File: config.mk
export PLATFORM = sky130hd
export DESIGN_NAME = quad_gen
export DESIGN_NICKNAME = d
export VERILOG_FILES = /design/src/rtl/quad_gen_pkg.sv /design/src/rtl/quad_tick.sv /design/src/rtl/quad_gen.sv
export SDC_FILE = /design/constraint.sdc
export NUM_CORES = 1
export LEC_CHECK = 0
export BUFFER_PORTS_ARGS = -buffer_cell sky130_fd_sc_hd__buf_2
export CORE_MARGIN = 5
export CORE_UTILIZATION = 57
export CTS_CLUSTER_SIZE = 10
export DETAILED_ROUTE_END_ITERATION = 12
export GPL_TIMING_DRIVEN = 0
export PLACE_DENSITY = 0.79
export SETUP_SLACK_MARGIN = 0.02
export SLEW_MARGIN = 20
export SYNTH_ARGS = -nofsm -noshare
export SYNTH_HDL_FRONTEND = slang
export SYNTH_SLANG_ARGS = --single-unit
File: constraint.sdc
create_clock -name clk -period 2.5 [get_ports clk]
set_input_delay 0.125 -clock clk [delete_from_list [all_inputs] [get_ports clk]]
set_output_delay 0.125 -clock clk [all_outputs]
set_load 0.02 [all_outputs]
File: src/rtl/quad_gen_pkg.sv
// quad_gen_pkg: shared FSM encoding, Gray phase constants and phase-step
// helpers for the quadrature pulse generator.
package quad_gen_pkg;

    typedef enum logic [1:0] {
        ST_IDLE   = 2'd0,
        ST_RUN    = 2'd1,
        ST_SETTLE = 2'd2
    } state_e;

    // {a,b} Gray phases in increment order
    localparam logic [1:0] PH0 = 2'b00;
    localparam logic [1:0] PH1 = 2'b10;
    localparam logic [1:0] PH2 = 2'b11;
    localparam logic [1:0] PH3 = 2'b01;

    function automatic logic [1:0] next_phase_up(input logic [1:0] ph);
        case (ph)
            PH0:     return PH1;
            PH1:     return PH2;
            PH2:     return PH3;
            default: return PH0;
        endcase
    endfunction

    function automatic logic [1:0] next_phase_down(input logic [1:0] ph);
        case (ph)
            PH0:     return PH3;
            PH3:     return PH2;
            PH2:     return PH1;
            default: return PH0;
        endcase
    endfunction

endpackage

File: src/rtl/quad_tick.sv
// quad_tick: loadable down-counter of PERIOD clocks. While enabled it emits a
// one-cycle tick whenever it reaches zero and then reloads to PERIOD-1.
module quad_tick #(
    parameter int PERIOD = 256
) (
    input  logic clk,
    input  logic reset,
    input  logic en,
    input  logic reload,
    output logic tick
);

    localparam int CW = (PERIOD > 2) ? $clog2(PERIOD) : 1;
    localparam logic [CW-1:0] RELOAD = CW'(PERIOD - 1);

    logic [CW-1:0] cnt_q;
    logic [CW-1:0] cnt_d;

    assign tick = en && (cnt_q == '0);

    // Next count: explicit reload wins, otherwise count down and wrap on tick
    always_comb begin
        cnt_d = cnt_q;
        if (reload) begin
            cnt_d = RELOAD;
        end else if (en) begin
            cnt_d = (cnt_q == '0) ? RELOAD : cnt_q - CW'(1);
        end
    end

    // Counter register
    always_ff @(posedge clk) begin
        if (reset) begin
            cnt_q <= '0;
        end else begin
            cnt_q <= cnt_d;
        end
    end

endmodule

File: src/rtl/quad_gen.sv
// quad_gen: quadrature pulse generator. Accepts "N edges, direction" commands,
// emits Gray-coded a/b one edge every PERIOD clocks, tracks a running position
// and holds off for one PERIOD of settle time after each command.
// Optional: define QUAD_GEN_INDEX_EN to add the 'index' output, a one-cycle
// pulse on every edge that brings position to zero.
module quad_gen #(
    parameter int WIDTH  = 16,
    parameter int PERIOD = 256
) (
    input  logic             clk,
    input  logic             reset,
    input  logic             step_valid,
    output logic             step_ready,
    input  logic             step_dir,
    input  logic [WIDTH-1:0] step_count,
    output logic             a,
    output logic             b,
    output logic             busy,
    output logic [WIDTH-1:0] position
`ifdef QUAD_GEN_INDEX_EN
    ,
    output logic             index
`endif
);

    import quad_gen_pkg::*;

    if (PERIOD < 2) begin : g_period_check
        $error("quad_gen: PERIOD must be >= 2");
    end

    state_e           state_q, state_d;
    logic [1:0]       ab_q, ab_d;
    logic [WIDTH-1:0] pos_q, pos_d;
    logic [WIDTH-1:0] left_q, left_d;
    logic             dir_q, dir_d;
    logic             last_q, last_d;
    logic             busy_q, busy_d;
    logic             accept;
    logic             tick;
    logic             edge_go;

    assign step_ready = (state_q == ST_IDLE) && !reset;
    assign accept     = step_valid && step_ready;

    quad_tick #(.PERIOD(PERIOD)) u_tick (
        .clk    (clk),
        .reset  (reset),
        .en     (state_q != ST_IDLE),
        .reload (accept),
        .tick   (tick)
    );

    // Command sequencing, edge generation and position tracking.
    // SETTLE holds one extra cycle after its tick so busy spans the full
    // settle period before step_ready returns.
    always_comb begin
        state_d = state_q;
        ab_d    = ab_q;
        pos_d   = pos_q;
        left_d  = left_q;
        dir_d   = dir_q;
        last_d  = last_q;
        edge_go = 1'b0;
        case (state_q)
            ST_IDLE: begin
                if (accept) begin
                    dir_d   = step_dir;
                    left_d  = step_count;
                    last_d  = 1'b0;
                    state_d = (step_count == '0) ? ST_SETTLE : ST_RUN;
                end
            end
            ST_RUN: begin
                if (tick) begin
                    edge_go = 1'b1;
                    left_d  = left_q - WIDTH'(1);
                    if (left_q == WIDTH'(1)) begin
                        state_d = ST_SETTLE;
                    end
                end
            end
            ST_SETTLE: begin
                if (last_q) begin
                    last_d  = 1'b0;
                    state_d = ST_IDLE;
                end else if (tick) begin
                    last_d = 1'b1;
                end
            end
            default: state_d = ST_IDLE;
        endcase
        if (edge_go) begin
            ab_d  = dir_q ? next_phase_up(ab_q) : next_phase_down(ab_q);
            pos_d = dir_q ? pos_q + WIDTH'(1) : pos_q - WIDTH'(1);
        end
        busy_d = (state_d != ST_IDLE);
    end

    // State and registered outputs; reset aborts any command with no partial edge
    always_ff @(posedge clk) begin
        if (reset) begin
            state_q <= ST_IDLE;
            ab_q    <= PH0;
            pos_q   <= '0;
            left_q  <= '0;
            dir_q   <= 1'b0;
            last_q  <= 1'b0;
            busy_q  <= 1'b0;
        end else begin
            state_q <= state_d;
            ab_q    <= ab_d;
            pos_q   <= pos_d;
            left_q  <= left_d;
            dir_q   <= dir_d;
            last_q  <= last_d;
            busy_q  <= busy_d;
        end
    end

    assign a        = ab_q[1];
    assign b        = ab_q[0];
    assign busy     = busy_q;
    assign position = pos_q;

`ifdef QUAD_GEN_INDEX_EN
    logic index_q;
    logic index_d;

    // Index marks the edge whose new position is zero
    always_comb begin
        index_d = edge_go && (pos_d == '0);
    end

    // Index register
    always_ff @(posedge clk) begin
        if (reset) begin
            index_q <= 1'b0;
        end else begin
            index_q <= index_d;
        end
    end

    assign index = index_q;
`endif

endmodule
==> impl_table.tex <==
\begin{tabular}{lr}
\hline
Metric & Value \\
\hline
\multicolumn{2}{l}{\textbf{Synth}} \\
\quad Simple logic cell fraction of the synthesized area & 26.9\% \\
\quad Number of instances in the synthesized netlist & around 400 \\
\quad Share of synthesized area occupied by flip-flops and latches & between 30\% and 40\% \\
\quad Largest family of logic cells by synthesized area & simple AND/OR/NAND/NOR gates \\
\quad Mux cell area share after synthesis & 0.967\% \\
\quad Number of distinct library cells after synthesis & 61 \\
\quad Post-Synthesis Net Count & roughly 440 \\
\quad Area leader, netlist & sky130\_fd\_sc\_hd\_\_dfxtp\_1 \\
\quad Mean instance size in the synthesized netlist & roughly 7.8 sq um \\
\quad Dominant register cell in the synthesized netlist & sky130\_fd\_sc\_hd\_\_dfxtp\_1 \\
\quad Area share of xor/xnor cells in the synthesized design & around 3.4\% \\
\quad Top-area cell type share of the netlist area & 30.3\% \\
\quad Post-synth EDFFs & 0 \\
\quad Share of the synthesized area in compound gates (AO/OA/AOI/OAI) & 26.9\% \\
\quad Ys async rst share & 0\% \\
\quad Post-synthesis share of cell area spent on full adders, half adders and majority gates & roughly 7.9\% \\
\quad Yosys reg bits & 47 \\
\quad Netlist area before placement & 3110 sq um \\
\quad Number of warnings printed during yosys synthesis & 0 \\
\quad Most area-consuming cells after synthesis & sky130\_fd\_sc\_hd\_\_dfxtp\_1, sky130\_fd\_sc\_hd\_\_ha\_1, sky130\_fd\_sc\_hd\_\_a21oi\_1, sky130\_fd\_sc\_hd\_\_nand2\_1, sky130\_fd\_sc\_hd\_\_o21ai\_0 \\
\multicolumn{2}{l}{\textbf{Timing}} \\
\quad Count of endpoints failing setup in the final report & 0 \\
\quad Setup TNS after final layout & 0 ns \\
\quad Tightest Pin Transition & approximately 0.60 ns \\
\quad Final WS setup & around 0.12 ns \\
\quad Setup clock skew after layout & approximately 0.012 ns \\
\quad Max-slew violation count & 0 \\
\quad Final worst path period share & 95.2\% \\
\quad Final Hold Fails & 0 \\
\quad RSZ-0062 raised after global routing & false \\
\quad Fmax & 420 MHz \\
\quad Time the worst path needs with I/O delays and setup & around 2.4 ns \\
\quad Relative slew slack & approximately 60\% \\
\multicolumn{2}{l}{\textbf{Route}} \\
\quad Number of optimization iterations in the first detailed-route pass & 5 \\
\quad Initial drt markers & roughly 240 \\
\quad Final routed DRC violation total & 0 \\
\quad Routed wirelength normalized by instance count & 16.3 um \\
\quad Number of vias per cell after detailed routing & roughly 6.3 \\
\quad Detailed-route wire length & around 8400 um \\
\quad Residual antenna-violating net count after detailed routing & 0 \\
\quad Vias & roughly 3300 \\
\multicolumn{2}{l}{\textbf{CTS}} \\
\quad TritonCTS clock tree & built \\
\quad Clock-pin slew of the registers on the worst-case setup and hold paths & 0.10 ns \\
\quad Clock sink count & between 40 and 50 \\
\quad Buffer type at the clock tree root & sky130\_fd\_sc\_hd\_\_clkbuf\_8 \\
\quad Worst skew pair latency & approximately 0.31 ns \\
\quad Number of buffers created by CTS & 5 \\
\quad Level count of the clock H-tree & 2 \\
\quad Clock Path Buffers & 2 \\
\quad Post-cts hold buffer count & 0 \\
\multicolumn{2}{l}{\textbf{Job}} \\
\quad Number of max-cap violations & 0 \\
\multicolumn{2}{l}{\textbf{Final layout}} \\
\quad Number of nets in the final layout & between 400 and 500 \\
\quad End-of-flow core utilization & between 60 and 70\% \\
\quad Antenna diode instance count & 0 \\
\quad Share of post-route cells with drive strength above 1 & around 16\% \\
\quad Layout Cells excl Fill & 516 \\
\quad Layout overhead on the synthesized area & 15.4\% \\
\quad Number of filler instances in the final layout & about 460 \\
\multicolumn{2}{l}{\textbf{Place}} \\
\quad Routability congestion estimate & a little over 0.9 \\
\quad Pre-CTS setup slack & -0.162 ns \\
\quad Placed wire-length estimate & roughly 6000 um \\
\quad Placed Instances & roughly 510 \\
\quad IO buf count & 39 \\
\multicolumn{2}{l}{\textbf{Floorplanning}} \\
\quad Effective utilization at floorplan & between 50\% and 60\% \\
\quad Core area & between 5000 and 6000 sq um \\
\quad Number of placed I/O pins & 40 \\
\quad Floorplan die height & 83.8 um \\
\quad Width of the die & 83.8 um \\
\quad Area of the die & between 7000 and 8000 sq um \\
\quad Site Rows & 26 \\
\multicolumn{2}{l}{\textbf{Setup path}} \\
\quad Nature of the critical path endpoint & flip-flop \\
\quad Type of the worst setup path & flip-flop to flip-flop \\
\quad Data arrival time of the worst path & 2.58 ns \\
\quad Cell with the biggest individual delay on the critical path & sky130\_fd\_sc\_hd\_\_or4b\_2 \\
\quad Most numerous cell on the critical path & sky130\_fd\_sc\_hd\_\_buf\_4 \\
\quad Startpoint class of the critical path & flip-flop \\
\quad Critical path data required time & approximately 2.7 ns \\
\quad Crit-path max cell delay & 0.68 ns \\
\quad Ordered cell list for the critical path & clkinvlp\_4 -> buf\_4 -> buf\_4 -> ha\_1 -> o21ai\_0 -> or4b\_2 -> o22ai\_1 -> nand3\_1 \\
\quad Top fanout value on the critical path & 12 \\
\multicolumn{2}{l}{\textbf{Run status}} \\
\quad Status & finished clean \\
\multicolumn{2}{l}{\textbf{Global route}} \\
\quad Number of global-route vias before repair & around 3000 \\
\quad Wire length of the first global-routing pass & 13800 um \\
\quad Global router's overall resource usage & a little under a quarter \\
\quad Total grt overflow & 0 \\
\quad Pin count of the biggest net entering global routing & 16 \\
\quad Antenna violations before repair & 0 \\
\multicolumn{2}{l}{\textbf{Pwr}} \\
\quad Leakage & roughly 1.4 nW \\
\quad Peak supply drop & 0.310 mV \\
\quad Power density of the placed cells & 588 nW/um\^{}2 \\
\multicolumn{2}{l}{\textbf{Worst hold path}} \\
\quad Hold crit path type & input pin to flip-flop \\
\hline
\end{tabular}
[synthesized netlist by cell type (3+ instances only)]
library cell,n
sky130_fd_sc_hd__dfxtp_1,47
sky130_fd_sc_hd__a21oi_1,43
sky130_fd_sc_hd__nand2_1,42
sky130_fd_sc_hd__nor2_1,29
sky130_fd_sc_hd__o21ai_0,22
sky130_fd_sc_hd__ha_1,18
sky130_fd_sc_hd__nand3_1,18
sky130_fd_sc_hd__a211oi_1,12
sky130_fd_sc_hd__clkbuf_1,12
sky130_fd_sc_hd__nor3_1,12
sky130_fd_sc_hd__xnor2_1,9
sky130_fd_sc_hd__inv_1,8
sky130_fd_sc_hd__nor4_1,8
sky130_fd_sc_hd__or3_1,8
sky130_fd_sc_hd__a21o_1,6
sky130_fd_sc_hd__nand2b_1,6
sky130_fd_sc_hd__a31oi_1,5
sky130_fd_sc_hd__and3_1,5
sky130_fd_sc_hd__or4_1,5
sky130_fd_sc_hd__a311oi_1,4
sky130_fd_sc_hd__buf_2,4
sky130_fd_sc_hd__nand4_1,4
sky130_fd_sc_hd__nor2b_1,4
sky130_fd_sc_hd__o31ai_1,4
sky130_fd_sc_hd__buf_1,3
sky130_fd_sc_hd__mux2i_1,3
sky130_fd_sc_hd__nor3b_1,3
sky130_fd_sc_hd__nor4b_1,3
sky130_fd_sc_hd__o211ai_1,3
sky130_fd_sc_hd__o21bai_1,3
sky130_fd_sc_hd__xor2_1,3
[sequential cells by signal, summed over array words and instances (netlist names)]
signal	flops
position	16
left_q	16
last_q	1
ab_q	2
dir_q	1
u_tick.cnt_q	8
busy	1
state_q	2
[report_power, final]
part,switching (W),total [W],leakage [nW],internal (W)
clock,0.000291,0.000691,0.0644,0.000399
sequential,0.0000561,0.000853,0.385,0.000797
combinational,0.000339,0.000563,0.993,0.000224
total,0.000686,0.00211,1.44,0.00142
[final timing paths]
path / startpoint / endpoint / slack (ns) / cells after the start
setup / recovery: dir_q$_SDFFE_PP0P_ / position[15]$_SDFFE_PP0P_ / 0.12 / 8
hold / removal: step_dir / dir_q$_SDFFE_PP0P_ / 0.07 / 3
setup reg to reg: dir_q$_SDFFE_PP0P_ / position[15]$_SDFFE_PP0P_ / 0.12 / 8
hold reg to reg: position[4]$_SDFFE_PP0P_ / position[4]$_SDFFE_PP0P_ / 0.48 / 2
[logic make-up after synthesis]
kind of cell               count (synthesis)
DFF                                       47
and+or+nand+nor                          159
xor gates and xnor gates                  12
adders and majority gates                 19
muxes                                      3
buffers and inverters                     28
AOI/OAI and AO/OA                        128
[per-stage QoR]
| stage | area [sq um] | hold WS [ns] | total power [W] |
|---|---|---|---|
| after floorplan | 3110 | 0.269 | 0.00126 |
| after global placement | 3390 | 0.368 | 0.00139 |
| after detailed placement | 3390 | 0.393 | 0.00140 |
| after CTS | 3560 | 0.0784 | 0.00209 |
| after global routing | 3580 | 0.0789 | 0.00221 |
| final | 3580 | 0.0669 | 0.00211 |
[critical path, delay by kind of cell (launching register included)]
family	cells	cell delay (ns)
AOI/OAI and AO/OA	2	0.33
buffers and inverters	3	0.42
and+or+nand+nor	2	0.77
DFF	1	0.41
adders and majority gates	1	0.34
[layout make-up]
class                      count  area, sq um  area share, %
clock inverter                 3         67.6           1.88
inverter                       8         33.8          0.942
tap                           70         87.6           2.44
multi-input combinational    321         2080           58.0
buffer                        20         83.8           2.34
timing repair buffer          42          218           6.07
clock buffer                   5         68.8           1.92
sequential                    47          945           26.4
[routing by layer]
metal / global-route usage (%) / wire [um] / vias to the layer above
li1: - / - / 1587
met1: 31.7 / 3820 / 1529
met2: 37.6 / 3940 / 135
met3: 3.85 / 553 / 9
met4: 6.43 / 86 / 0
met5: 0 / 0 / -
[cell usage in the layout (no fill, tap or decap), types with 8 or more instances in the layout]
cell                       netlist  final
sky130_fd_sc_hd__xnor2_1         9      9
sky130_fd_sc_hd__nor4_1          8      8
sky130_fd_sc_hd__dfxtp_1        47     46
sky130_fd_sc_hd__nand3_1        18     18
sky130_fd_sc_hd__a211oi_1       12     12
sky130_fd_sc_hd__nand2_1        42     42
sky130_fd_sc_hd__nor3_1         12     12
sky130_fd_sc_hd__nor2_1         29     29
sky130_fd_sc_hd__ha_1           18     16
sky130_fd_sc_hd__o21ai_0        22     22
sky130_fd_sc_hd__buf_2           4     43
sky130_fd_sc_hd__or3_1           8      8
sky130_fd_sc_hd__a21oi_1        43     41
sky130_fd_sc_hd__clkbuf_1       12     12
[what timing repair did]
item                                   in CTS  in global routing
endpoints found under the hold margin       0                  0
setup buffers                               3                  0
resized for setup                           4                  4
pin swaps                                   0                  1
setup endpoints to repair                   8                  3
Power figures use the tool's default switching activity.
